## config.mk

```make
export PLATFORM = sky130hd
export DESIGN_NAME = axis_i2s_tx
export DESIGN_NICKNAME = d
export VERILOG_FILES = /design/src/rtl/axis_i2s_tx.sv
export SDC_FILE = /design/constraint.sdc
export NUM_CORES = 1
export LEC_CHECK = 0
export ABC_AREA = 1
export BUFFER_PORTS_ARGS = -buffer_cell sky130_fd_sc_hd__buf_2
export CELL_PAD_IN_SITES_DETAIL_PLACEMENT = 0
export CELL_PAD_IN_SITES_GLOBAL_PLACEMENT = 1
export CORE_ASPECT_RATIO = 0.8
export CORE_MARGIN = 2
export CORE_UTILIZATION = 30
export CTS_BUF_LIST = sky130_fd_sc_hd__clkbuf_8
export DETAILED_ROUTE_END_ITERATION = 7
export PLACE_DENSITY_LB_ADDON = 0.1
export SETUP_SLACK_MARGIN = 0.4
export SLEW_MARGIN = 40
export SYNTH_ARGS = -nofsm -noshare
export SYNTH_HDL_FRONTEND = slang
export SYNTH_SLANG_ARGS = --single-unit
export TNS_END_PERCENT = 50
```

## constraint.sdc

```tcl
create_clock -name clk -period 6.53 [get_ports clk]
set_input_delay 1.306 -clock clk [delete_from_list [all_inputs] [get_ports clk]]
set_output_delay 1.306 -clock clk [all_outputs]
set_load 0.01 [all_outputs]
```

## src/rtl/axis_i2s_tx.sv

```systemverilog
// Stereo I2S transmitter: one-pair holding register in front of a frame shifter,
// with bclk/lrclk/sdata all derived from the system clock.
module axis_i2s_tx #(
    parameter int SAMPLE_W = 24,
    parameter int SLOT_W   = 32,
    parameter int BCLK_DIV = 4
) (
    input  logic                  clk,
    input  logic                  rst_n,
    input  logic [2*SAMPLE_W-1:0] s_data,
    input  logic                  s_vld,
    output logic                  s_rdy,
    output logic                  bclk,
    output logic                  lrclk,
    output logic                  sdata,
    output logic                  underrun
);
    localparam int FRAME_W = 2 * SLOT_W;
    localparam int DIV_W   = (BCLK_DIV > 1) ? $clog2(BCLK_DIV) : 1;
    localparam int CNT_W   = $clog2(FRAME_W);
    localparam logic [DIV_W-1:0] DIV_LAST  = DIV_W'(BCLK_DIV - 1);
    localparam logic [CNT_W-1:0] CNT_LAST  = CNT_W'(FRAME_W - 1);
    localparam logic [CNT_W-1:0] CNT_RIGHT = CNT_W'(SLOT_W);

    logic                  run_q,   run_d;
    logic                  full_q,  full_d;
    logic [2*SAMPLE_W-1:0] hold_q;
    logic [DIV_W-1:0]      div_q,   div_d;
    logic                  bclk_q,  bclk_d;
    logic [CNT_W-1:0]      bit_q,   bit_d;
    logic [FRAME_W-1:0]    shift_q, shift_d;
    logic                  sdata_q, sdata_d;
    logic                  und_q,   und_d;

    logic                  xfer;
    logic                  wrap;
    logic                  fall;
    logic                  frame_start;
    logic [SLOT_W-1:0]     left_slot;
    logic [SLOT_W-1:0]     right_slot;
    logic [FRAME_W-1:0]    load_word;

    // Samples are left-justified in their slot, padded with zeros below the LSB.
    assign left_slot  = SLOT_W'(hold_q[2*SAMPLE_W-1:SAMPLE_W]) << (SLOT_W - SAMPLE_W);
    assign right_slot = SLOT_W'(hold_q[SAMPLE_W-1:0]) << (SLOT_W - SAMPLE_W);
    assign load_word  = {left_slot, right_slot};

    assign s_rdy    = run_q & ~full_q;
    assign xfer     = s_vld & s_rdy;
    assign bclk     = bclk_q;
    assign lrclk    = (bit_q >= CNT_RIGHT);
    assign sdata    = sdata_q;
    assign underrun = und_q;

    always_comb begin
        wrap        = (div_q == DIV_LAST);
        fall        = wrap & bclk_q;
        frame_start = fall & (bit_q == CNT_LAST);

        run_d   = 1'b1;
        div_d   = wrap ? '0 : div_q + 1'b1;
        bclk_d  = wrap ? ~bclk_q : bclk_q;
        bit_d   = bit_q;
        full_d  = full_q;
        shift_d = shift_q;
        sdata_d = sdata_q;
        und_d   = 1'b0;

        if (fall) begin
            // The bit leaving on a frame start is the previous frame's last bit,
            // which yields the one-bclk I2S delay after lrclk changes.
            sdata_d = shift_q[FRAME_W-1];
            bit_d   = frame_start ? '0 : bit_q + 1'b1;
            shift_d = {shift_q[FRAME_W-2:0], 1'b0};
            if (frame_start) begin
                if (full_q) begin
                    shift_d = load_word;
                    full_d  = 1'b0;
                end else begin
                    shift_d = '0;
                    und_d   = 1'b1;
                end
            end
        end

        // A transfer only happens while empty, so it never collides with a load.
        if (xfer) begin
            full_d = 1'b1;
        end
    end

    always_ff @(posedge clk or negedge rst_n) begin
        if (!rst_n) begin
            run_q   <= 1'b0;
            full_q  <= 1'b0;
            div_q   <= '0;
            bclk_q  <= 1'b0;
            bit_q   <= CNT_LAST;
            shift_q <= '0;
            sdata_q <= 1'b0;
            und_q   <= 1'b0;
        end else begin
            run_q   <= run_d;
            full_q  <= full_d;
            div_q   <= div_d;
            bclk_q  <= bclk_d;
            bit_q   <= bit_d;
            shift_q <= shift_d;
            sdata_q <= sdata_d;
            und_q   <= und_d;
        end
    end

    always_ff @(posedge clk) begin
        if (xfer) begin
            hold_q <= s_data;
        end
    end

endmodule

```

==> impl_metrics.ini <==
[run_status]
status = finished clean

[floorplan]
die_x_um = 149
fp.dieH_um = 120
initial_core_util_pct = 30.7
ioPinCount = 56
core_mm2 = 0.0166
die_area_mm2 = 0.0180
row_count = 42

[synth]
synth-simple-area-share_pct = 27.8
synth_ff_type = dfrtp_1
synth_area_leaders = dfrtp_1, edfxtp_1, nand2_1
yosysWarnings = 0
synth_edf_count = 48
synthesis.area_mm2 = 0.00508
ys_async_sr_fraction_pct = 59.0
syn_avg_cell_area_um2 = 9.10
synthesis.nets = 612
synthTopCellsByCount = nand2_1, nand3_1, dfrtp_1
synth_seq_cells = 117
synthDistinctLibCells = 22
synth_area_leader_cell = dfrtp_1
synth_compound_area_share_pct = 0.715
synthAdderAreaFrac_pct = 0.739
synth_top_family_by_area = simple AND/OR/NAND/NOR gates
muxShareOfSynthArea_pct = 0
ys_seq_area_share_pct = 62.5
synth.most_common_cell = nand2_1
synth-xor-area-share_pct = 0.172
synthCells = 558
synth_top_area_share_pct = 31.0

[pwr]
pwr-share-comb_pct = 1.6
vdd_drop_max_v = 0.000127
p_per_area_mw_per_mm2 = 242
p_int_w = 0.00114
p_switching_w = 0.000302
p_leak_nw = 3.03
clockPowerShare_pct = 45.2
p_seq_share_pct = 53.2
switching_share_pct = 21.0

[place]
dp.final_hpwl_um = 6070
place.gp.congestion = 0.688
place_area_mm2 = 0.00557
numPortBuffers = 55

[routing]
post_drt_via_cell_ratio = 4.40
dr.pass1.iters = 4
wirelength_um = 10400
met2_length_um = 4670
wl_met1_um = 5180
drc_errors = 0
wl_met3_um = 439
drtIter0Drc = 243
top_layer = met4
routedWlPerCell_um = 12.5
vias = 3670
postRouteAntennaNets = 0

[global_routing]
grt_pass1_vias = 3727
grt_pass1_wl_um = 17900
grt-ovfl-total = 0
antenna_found_initial = 0
track_usage_pct = 12.8
grt_start_max_net_pins = 70

[clock_tree]
cts_tree = yes
cts_buffer_depth = 2
clkLatencyLatePin_ns = 0.44
h-tree-depth = 4
post_cts_resized = 0
cts_made_buffers = 17
post_cts_buffers = 0
cts-hold-fix-buffers = 0
clk_pin_slew_worst_paths_ns = 0.07
cts-root-buf = clkbuf_8
cts.sinks = 117

[timing]
min_period_over_period_pct = 43.2
tns_ns = 0
max_slew_margin_pct = 53.9
fin_skew_ns = 0.0107
slew_violations = 0
fin_crit_ns = 2.82
finalSetupViolCount = 0
hold_viol_final = 0
fmaxAchievable_ghz = 0.355
rsz0062_at_grt = no
tightest_slew_ns = 0.691

[finish]
final_nets = 656
drive_gt1_share_pct = 16.7
num_antenna_cells = 0
area_growth_pct = 17.4
finalInstanceArea_mm2 = 0.00596

[worst_setup_path]
crit_path_max_incr_delay_ns = 0.70
crit_path_start_kind = flip-flop
cp_slowest_cell = dfrtp_4
crit_path_max_fanout = 51
end_kind = primary output
path_class = reg -> out
arrival_ns = 1.51
crit_required_ns = 5.22
crit_chain = nor2_1 -> buf_2

[run]
cap_violations = 0

[min_path]
worstHoldPathType = reg -> reg
==> layer usage <==
layer | track usage, % | vias up
met1 | 16.8 | 1756
met5 | 0 | -
met4 | 4.82 | 0
met2 | 19.3 | 49
met3 | 4.68 | 11
li1 | - | 1854
==> area by class of cell <==
type / count / area (µm²)
Clock buffer: 20 / 275
Clock inverter: 12 / 110
Fill cell: 1744 / 10600
Inverter: 57 / 216
Multi-Input combinational cell: 348 / 1510
Sequential cell: 117 / 3180
Tap cell: 220 / 275
Timing Repair Buffer: 61 / 394
==> layout by cell type (no fill, tap or decap), types with 2 or more instances in the layout <==
master / synthesis / layout
o21ai_0: 3 / 3
dfrtp_1: 63 / 62
buf_16: 0 / 3
clkinv_1: 0 / 3
nand2_1: 217 / 216
ha_1: 3 / 3
dfstp_2: 6 / 6
inv_1: 57 / 56
clkbuf_8: 0 / 20
a21oi_1: 3 / 3
clkinvlp_4: 0 / 2
nor2_1: 8 / 8
edfxtp_1: 48 / 48
clkinv_2: 0 / 4
nor2_4: 1 / 2
bufinv_16: 0 / 2
nand3_1: 106 / 106
nand2_2: 2 / 2
buf_4: 4 / 2
buf_2: 15 / 54
==> sequential cells by signal (all words and copies together) (netlist names) <==
name / flops
shift_q: 56
hold_q: 48
bit_q: 6
div_q: 2
bclk: 1
full_q: 1
run_q: 1
sdata: 1
underrun: 1
==> through the flow <==
stage / power [W] / instances / hold WS (ns) / worst slack (ns) / utilization, %
floorplan: 0.000782 / 558 / 0.403 / 3.81 / -
global placement: 0.000805 / 799 / 0.412 / 2.97 / 33.0
detailed placement: 0.000806 / 803 / 0.433 / 3.91 / 33.7
CTS: 0.00147 / 835 / 0.444 / 3.42 / 36.0
global route: 0.00151 / 835 / 0.466 / 3.56 / 36.0
finish: 0.00144 / 835 / 0.441 / 3.71 / 36.0
==> final timing paths <==
path | start | to | slack [ns] | depth (start not counted)
min in group asynchronous | rst_n | shift_q[18] | 0.89 | 1
worst min register to register | div_q[0] | div_q[0] | 0.44 | 1
worst max register to register | div_q[0] | shift_q[39] | 4.04 | 7
worst max-delay path | full_q | s_rdy | 3.71 | 2
worst min-delay path | div_q[0] | div_q[0] | 0.44 | 1
max in group asynchronous | rst_n | full_q | 5.12 | 1
==> cells by family (layout without fill, tap and decap cells) <==
kind of cell	Yosys count	in the layout
buffers and inverters	93	150
other	1	1
AOI/OAI and AO/OA	7	7
adders and majority gates	3	3
xor gates and xnor gates	1	1
DFF	117	117
and+or+nand+nor	336	336
==> critical path: cells and delay by family (launching register included) <==
family | cells | cell delay (ns)
buffers and inverters | 1 | 0.16
and+or+nand+nor | 1 | 0.22
DFF | 1 | 0.70
==> power groups by stage <==
| stage | Clock (W) | Sequential, W | Combinational (W) |
|---|---|---|---|
| floorplan | 0 | 0.000781 | 0.000000161 |
| global placement | 0 | 0.000781 | 0.0000235 |
| detailed placement | 0 | 0.000781 | 0.0000244 |
| CTS | 0.000677 | 0.000766 | 0.0000247 |
| global route | 0.000719 | 0.000766 | 0.0000272 |
| finish | 0.000650 | 0.000767 | 0.0000233 |
(Power assumes the default switching activity.)
